### config.mk
export PLATFORM = sky130hd
export DESIGN_NAME = vram_wr_fifo_flat
export DESIGN_NICKNAME = d
export VERILOG_FILES = /design/src/rtl/vram_wr_fifo_if.sv /design/src/rtl/vram_wr_fifo.sv /design/src/flat_wrapper.sv
export SDC_FILE = /design/constraint.sdc
export NUM_CORES = 1
export LEC_CHECK = 0
export ABC_AREA = 1
export CAP_MARGIN = 20
export CORE_MARGIN = 1
export CORE_UTILIZATION = 54
export DETAILED_ROUTE_END_ITERATION = 12
export HOLD_SLACK_MARGIN = 0.02
export PLACE_DENSITY_LB_ADDON = 0.1
export SYNTH_ARGS = -nofsm -noshare
export SYNTH_HDL_FRONTEND = slang
export SYNTH_SLANG_ARGS = --single-unit
### constraint.sdc
create_clock -name clk -period 3.31 [get_ports clk]
set_input_delay 0.4965 -clock clk [delete_from_list [all_inputs] [get_ports clk]]
set_output_delay 0.4965 -clock clk [all_outputs]
set_load 0.01 [all_outputs]
### src/rtl/vram_wr_fifo_if.sv
//==============================================================================
// Module      : vram_wr_fifo_if
// Description : CPU write/read port and 16-bit VRAM toggle-handshake bus.
// Revision    : 1.0  initial release
//==============================================================================
`default_nettype none

interface vram_wr_fifo_if;
  logic        wr_valid;
  logic        wr_ready;
  logic [14:0] wr_a;
  logic [15:0] wr_d;
  logic        wr_u_n;
  logic        wr_l_n;
  logic        rd_req;
  logic [14:0] rd_a;
  logic        rd_busy;
  logic        rd_valid;
  logic [15:0] rd_q;
  logic        fifo_empty;
  logic        fifo_full;
  logic        vram_req;
  logic        vram_ack;
  logic        vram_we;
  logic        vram_u_n;
  logic        vram_l_n;
  logic [14:0] vram_a;
  logic [15:0] vram_d;
  logic [15:0] vram_q;

  modport slave (
    input  wr_valid, wr_a, wr_d, wr_u_n, wr_l_n, rd_req, rd_a, vram_ack, vram_q,
    output wr_ready, rd_busy, rd_valid, rd_q, fifo_empty, fifo_full,
           vram_req, vram_we, vram_u_n, vram_l_n, vram_a, vram_d
  );

  modport master (
    output wr_valid, wr_a, wr_d, wr_u_n, wr_l_n, rd_req, rd_a, vram_ack, vram_q,
    input  wr_ready, rd_busy, rd_valid, rd_q, fifo_empty, fifo_full,
           vram_req, vram_we, vram_u_n, vram_l_n, vram_a, vram_d
  );
endinterface

`default_nettype wire

### src/rtl/vram_wr_fifo.sv
//==============================================================================
// Module      : vram_wr_fifo
// Description : Write-buffering VRAM front end; reads wait for queued writes.
//               Optional sticky overflow flag when VRAM_FIFO_OVF_EN is defined.
// Revision    : 1.0  initial release
//==============================================================================
`default_nettype none

module vram_wr_fifo #(
  parameter int DEPTH = 4
) (
  input  wire logic          clk,
  input  wire logic          rst_n,
  vram_wr_fifo_if.slave      bus
`ifdef VRAM_FIFO_OVF_EN
  ,
  output      logic          ovf
`endif
);

  localparam int c_aw = $clog2(DEPTH);
  localparam int c_pw = c_aw + 1;

  typedef enum logic [1:0] {
    IDLE = 2'd0,
    WR   = 2'd1,
    RD   = 2'd2
  } state_t;

  state_t            r_state;
  state_t            w_state_nxt;
  logic [c_pw-1:0]   r_wr_ptr;
  logic [c_pw-1:0]   r_rd_ptr;
  logic [32:0]       r_mem [DEPTH];
  logic [32:0]       w_head;
  logic              w_q_empty;
  logic              w_q_full;
  logic              w_push;
  logic              w_pop;
  logic              w_issue_rd;
  logic              w_rd_done;
  logic              w_acked;
  logic              r_req;
  logic              r_we;
  logic              r_u_n;
  logic              r_l_n;
  logic [14:0]       r_a;
  logic [15:0]       r_d;
  logic              r_rd_busy;
  logic              r_rd_valid;
  logic [15:0]       r_rd_q;
  logic [14:0]       r_rd_a;

  assign w_q_empty = (r_wr_ptr == r_rd_ptr);
  assign w_q_full  = (r_wr_ptr[c_pw-1] != r_rd_ptr[c_pw-1]) &&
                     (r_wr_ptr[c_aw-1:0] == r_rd_ptr[c_aw-1:0]);
  assign w_push    = bus.wr_valid & ~w_q_full;
  assign w_head    = r_mem[r_rd_ptr[c_aw-1:0]];
  assign w_acked   = (bus.vram_ack == r_req);

  always_ff @(posedge clk) begin
    if (w_push) begin
      r_mem[r_wr_ptr[c_aw-1:0]] <= {bus.wr_a, bus.wr_d, bus.wr_u_n, bus.wr_l_n};
    end
  end

  always_ff @(posedge clk or negedge rst_n) begin
    if (!rst_n) begin
      r_wr_ptr <= '0;
      r_rd_ptr <= '0;
    end else begin
      if (w_push) r_wr_ptr <= r_wr_ptr + c_pw'(1);
      if (w_pop)  r_rd_ptr <= r_rd_ptr + c_pw'(1);
    end
  end

  always_ff @(posedge clk or negedge rst_n) begin
    if (!rst_n) r_state <= IDLE;
    else        r_state <= w_state_nxt;
  end

  // Queued writes always win over a latched read so the read sees them.
  always_comb begin
    w_state_nxt = r_state;
    w_pop       = 1'b0;
    w_issue_rd  = 1'b0;
    w_rd_done   = 1'b0;
    case (r_state)
      IDLE: begin
        if (!w_q_empty) begin
          w_state_nxt = WR;
          w_pop       = 1'b1;
        end else if (r_rd_busy) begin
          w_state_nxt = RD;
          w_issue_rd  = 1'b1;
        end
      end
      WR: if (w_acked) w_state_nxt = IDLE;
      RD: begin
        if (w_acked) begin
          w_state_nxt = IDLE;
          w_rd_done   = 1'b1;
        end
      end
      default: w_state_nxt = IDLE;
    endcase
  end

  always_ff @(posedge clk or negedge rst_n) begin
    if (!rst_n) begin
      r_req <= 1'b0;
      r_we  <= 1'b0;
      r_u_n <= 1'b1;
      r_l_n <= 1'b1;
      r_a   <= '0;
      r_d   <= '0;
    end else if (w_pop) begin
      r_req <= ~r_req;
      r_we  <= 1'b1;
      r_a   <= w_head[32:18];
      r_d   <= w_head[17:2];
      r_u_n <= w_head[1];
      r_l_n <= w_head[0];
    end else if (w_issue_rd) begin
      r_req <= ~r_req;
      r_we  <= 1'b0;
      r_a   <= r_rd_a;
      r_u_n <= 1'b0;
      r_l_n <= 1'b0;
    end
  end

  always_ff @(posedge clk or negedge rst_n) begin
    if (!rst_n) begin
      r_rd_busy  <= 1'b0;
      r_rd_valid <= 1'b0;
      r_rd_q     <= '0;
      r_rd_a     <= '0;
    end else begin
      r_rd_valid <= w_rd_done;
      if (w_rd_done) begin
        r_rd_q    <= bus.vram_q;
        r_rd_busy <= 1'b0;
      end else if (bus.rd_req && !r_rd_busy) begin
        r_rd_a    <= bus.rd_a;
        r_rd_busy <= 1'b1;
      end
    end
  end

`ifdef VRAM_FIFO_OVF_EN
  logic r_ovf;
  always_ff @(posedge clk or negedge rst_n) begin
    if (!rst_n) r_ovf <= 1'b0;
    else if (bus.wr_valid && w_q_full) r_ovf <= 1'b1;
  end
  assign ovf = r_ovf;
`endif

  assign bus.wr_ready   = ~w_q_full;
  assign bus.fifo_full  = w_q_full;
  // A popped write stays "queued" until its ack returns.
  assign bus.fifo_empty = w_q_empty & (r_state != WR);
  assign bus.rd_busy    = r_rd_busy;
  assign bus.rd_valid   = r_rd_valid;
  assign bus.rd_q       = r_rd_q;
  assign bus.vram_req   = r_req;
  assign bus.vram_we    = r_we;
  assign bus.vram_u_n   = r_u_n;
  assign bus.vram_l_n   = r_l_n;
  assign bus.vram_a     = r_a;
  assign bus.vram_d     = r_d;

endmodule

`default_nettype wire

### src/flat_wrapper.sv
// flat-port wrapper written by rule: the top's interface ports become plain ports
module vram_wr_fifo_flat 
#(
  parameter int DEPTH = 4
)
  (clk, rst_n, bus_wr_valid, bus_wr_a, bus_wr_d, bus_wr_u_n, bus_wr_l_n, bus_rd_req, bus_rd_a, bus_vram_ack, bus_vram_q, bus_wr_ready, bus_rd_busy, bus_rd_valid, bus_rd_q, bus_fifo_empty, bus_fifo_full, bus_vram_req, bus_vram_we, bus_vram_u_n, bus_vram_l_n, bus_vram_a, bus_vram_d);
  vram_wr_fifo_if bus_i ();
  input  wire logic clk;
  input  wire logic rst_n;
  input wire logic [$bits(bus_i.wr_valid)-1:0] bus_wr_valid;
  input wire logic [$bits(bus_i.wr_a)-1:0] bus_wr_a;
  input wire logic [$bits(bus_i.wr_d)-1:0] bus_wr_d;
  input wire logic [$bits(bus_i.wr_u_n)-1:0] bus_wr_u_n;
  input wire logic [$bits(bus_i.wr_l_n)-1:0] bus_wr_l_n;
  input wire logic [$bits(bus_i.rd_req)-1:0] bus_rd_req;
  input wire logic [$bits(bus_i.rd_a)-1:0] bus_rd_a;
  input wire logic [$bits(bus_i.vram_ack)-1:0] bus_vram_ack;
  input wire logic [$bits(bus_i.vram_q)-1:0] bus_vram_q;
  output wire logic [$bits(bus_i.wr_ready)-1:0] bus_wr_ready;
  output wire logic [$bits(bus_i.rd_busy)-1:0] bus_rd_busy;
  output wire logic [$bits(bus_i.rd_valid)-1:0] bus_rd_valid;
  output wire logic [$bits(bus_i.rd_q)-1:0] bus_rd_q;
  output wire logic [$bits(bus_i.fifo_empty)-1:0] bus_fifo_empty;
  output wire logic [$bits(bus_i.fifo_full)-1:0] bus_fifo_full;
  output wire logic [$bits(bus_i.vram_req)-1:0] bus_vram_req;
  output wire logic [$bits(bus_i.vram_we)-1:0] bus_vram_we;
  output wire logic [$bits(bus_i.vram_u_n)-1:0] bus_vram_u_n;
  output wire logic [$bits(bus_i.vram_l_n)-1:0] bus_vram_l_n;
  output wire logic [$bits(bus_i.vram_a)-1:0] bus_vram_a;
  output wire logic [$bits(bus_i.vram_d)-1:0] bus_vram_d;
  assign bus_i.wr_valid = bus_wr_valid;
  assign bus_i.wr_a = bus_wr_a;
  assign bus_i.wr_d = bus_wr_d;
  assign bus_i.wr_u_n = bus_wr_u_n;
  assign bus_i.wr_l_n = bus_wr_l_n;
  assign bus_i.rd_req = bus_rd_req;
  assign bus_i.rd_a = bus_rd_a;
  assign bus_i.vram_ack = bus_vram_ack;
  assign bus_i.vram_q = bus_vram_q;
  assign bus_wr_ready = bus_i.wr_ready;
  assign bus_rd_busy = bus_i.rd_busy;
  assign bus_rd_valid = bus_i.rd_valid;
  assign bus_rd_q = bus_i.rd_q;
  assign bus_fifo_empty = bus_i.fifo_empty;
  assign bus_fifo_full = bus_i.fifo_full;
  assign bus_vram_req = bus_i.vram_req;
  assign bus_vram_we = bus_i.vram_we;
  assign bus_vram_u_n = bus_i.vram_u_n;
  assign bus_vram_l_n = bus_i.vram_l_n;
  assign bus_vram_a = bus_i.vram_a;
  assign bus_vram_d = bus_i.vram_d;
  vram_wr_fifo #(.DEPTH(DEPTH)) u_core (.clk(clk), .rst_n(rst_n), .bus(bus_i));
endmodule
==> impl_metrics.csv <==
group,metric,value,unit
status,status,"completed",
worst_setup_path,worstPathRequired,2.81,ns
route,drtIter0Drc,489,
finish,area_delta_synth_final,25.01,%
sta,fmax,0.3352,GHz
route,antenna_left,0,
finish,layout-drive-gt1-share,7.416,%
sta,fin_crit_sh,90.12,%
finish,diodes,0,
cts,cts.sinks,208,
worst_setup_path,r2r-start,"u_core.r_rd_ptr[1]",
placed_design,portBuffers,124,
global_routing,grt_antenna_before_repair,0,
synth,synth_nets,833,
floorplanning,die_area,15980,um2
worst_setup_path,reg2reg_slack,0.88,ns
cts,post-cts-setup-buffer-count,0,
synth,ys_seq_elements,208,
floorplanning,dieWidth,126.4,um
power_and_ir_drop,ir_drop,538.5,uV
floorplanning,fp-row-count,45,
synth,synth.distinct_cells,29,
cts,ctsRootBufferMaster,"clkbuf_16",
global_routing,overflow,0,
worst_setup_path,arrival,2.49,ns
worst_setup_path,reg2reg_to,"u_core.bus.vram_a[5]",
sta,fin_ws,0.3271,ns
placed_design,dp_slack,0.8210,ns
power_and_ir_drop,p_per_area,979.9,nW/um2
placed_design,gp_congestion,0.7902,
cts,cts-resized-gates,0,
floorplanning,coreArea,15150,um2
finish,regArea,5869,um2
cts,tritoncts,"yes",
synth,synth_area_leader_cell,"edfxtp_1",
power_and_ir_drop,power_leakage,4.337,nW
synth,synth_edf_count,132,
global_routing,first_global_vias,5580,
min_path,holdCritPathClass,"in -> async",
global_routing,grt_start_max_net_pins,77,
cts,clk_latency,0.50,ns
route,vias,5599,
worst_setup_path,reg2reg_depth,8,
sta,rsz0062_at_grt,"no",
global_routing,grt_pass1_wl,28660,um
finish,nets,952,
route,drc,0,
sta,timing.slew.headroom,53.64,%
power_and_ir_drop,p_total,10.24,mW
cts,numCtsBuffers,21,
synth,synth_cells,756,
sta,setup_viol,0,
route,wirelength,17650,um
sta,finalHoldViolCount,0,
finish,final.fill_count,1099,
route,vias_per_cell,5.194,
finish,multi_input_area,2162,um2
cts,cts_max_level,1,
cts,clockBufferDepth,3,
floorplanning,start_util,55.19,%
floorplanning,die_y,126.4,um
worst_setup_path,crit_type,"reg -> out",
placed_design,hpwlAfterDp,10470,um
synth,synthArstFlopShare,36.54,%
worst_setup_path,cp_max_fo,34,
sta,drv_slew,0,
synth,syn_area,8359,um2
synth,synth.top_cells.by_count,"nand2_1 (236), edfxtp_1 (132), nor2_1 (87)",
sta,hold_slack,0.3692,ns
worst_setup_path,crit_path_end_kind,"output port",
synth,synthTopCellsByArea,"edfxtp_1 (47%), dfrtp_1 (22%), nand2_1 (11%), nor2_1 (3.9%), o21ai_0 (3.5%)",
route,avgRoutedWirePerCell,16.37,um
synth,netlist.area_leader.share,47.42,%
worst_setup_path,cp-start-kind,"flop",
run,drv_cap,0,
synth,yosys_warnings,0,
route,dr.pass1.iters,5,
cts,cts.clk_slew.worst_paths,0.06,ns
sta,max_slew.worst_pin.slew,0.6954,ns
cts,holdBufCountCts,0,
floorplanning,ioPinCount,125,
sta,fin_crit,2.983,ns
synth,synthFlopType,"edfxtp_1",
sta,tns,0,ns
sta,fin_skew,0.01740,ns
synth,yosysMostFrequentCell,"nand2_1",
finish,postLayoutCoreUtil,69.00,%
global_routing,track_usage,22.83,%
synth,ys_seq_area_share,70.20,%
synth,avgSynthCellArea,11.06,um2
## per-layer routing
metal	part of all wire, %	wire (um)	up-vias	global-route usage (%)
met2	47	8276	182	36.89
met3	5.7	998	22	3.543
li1	-	-	2749	-
met5	0	0	-	0
met4	1.3	225	0	5.599
met1	46	8147	2646	32.81
## stage by stage
stage          instances  area, um2
3_3_place_gp        1038       9706
2_1_floorplan        756       8359
6_report            1078      10450
4_1_cts             1076      10410
3_5_place_dp        1038       9706
5_1_grt             1078      10450
## where the power goes
part | switching [mW] | total, mW | internal (mW)
combinational | 2.41 | 3.90 | 1.49
clock | 0.934 | 2.36 | 1.43
sequential | 0.356 | 3.98 | 3.62
total | 3.70 | 10.2 | 6.54
## registers in the layout, indices dropped and copies added (netlist names)
register / cells
u_core.r_mem: 132
u_core.bus.rd_q: 16
u_core.r_rd_ptr: 3
u_core.bus.vram_req: 1
u_core.bus.vram_d: 16
u_core.bus.vram_u_n: 1
u_core.bus.vram_a: 15
u_core.r_state: 2
u_core.r_wr_ptr: 3
u_core.bus.rd_busy: 1
u_core.bus.vram_l_n: 1
u_core.bus.rd_valid: 1
u_core.bus.vram_we: 1
u_core.r_rd_a: 15
## how the worst max path moves through the flow
stage	from	endpoint	slack, ns	depth (start not counted)
after floorplan	u_core.r_rd_ptr[1]	u_core.r_mem[0][0]	0.48	6
after global routing	u_core.r_rd_ptr[1]	bus_fifo_empty	0.20	6
after detailed placement	u_core.r_rd_ptr[1]	bus_fifo_empty	0.82	6
after CTS	u_core.r_rd_ptr[1]	bus_fifo_empty	0.29	6
after global placement	u_core.r_rd_ptr[1]	bus_fifo_empty	0.84	6
final	u_core.r_rd_ptr[1]	bus_fifo_empty	0.33	6
## worst max-delay path, cell delays in order, from the launching register on
cell,delay [ns]
dfrtp_1,0.41
buf_4,0.38
nand2_1,0.17
nand2_4,0.11
nand3_4,0.20
nor2_1,0.15
clkdlybuf4s50_1,0.57
## layout by cell type, fill, tap and decap left out, drive strengths merged
master,n
dlygate4sd3,1
nor2b,1
a21oi,2
xor2,3
edfxtp,132
nor2,87
ha,8
o21ai,59
nand3,51
clkdlybuf4s50,123
clkbuf,32
o22ai,18
nand2,242
nand3b,1
bufinv,1
buf,10
dfstp,2
inv,37
xnor2,2
dfrtp,74
clkinv,4
## logic make-up after synthesis
logic type	synth area share, %
adder cells (fa/ha/maj)	1.197
flip-flops	70.20
buffers and inverters	4.296
AO/OA/AOI/OAI	4.999
XOR/XNOR	0.5240
AND/OR/NAND/NOR	18.78
## final cells by class
class | instances | share of cell area [%]
flip-flops and latches | 208 | 56.17
multi-input cells | 474 | 20.69
repair buffers | 134 | 12.79
clock buffers | 32 | 6.202
well taps | 188 | 2.251
inverters | 36 | 1.341
clock inverters | 6 | 0.5627
No activity file was read; power rests on OpenSTA's default activity.
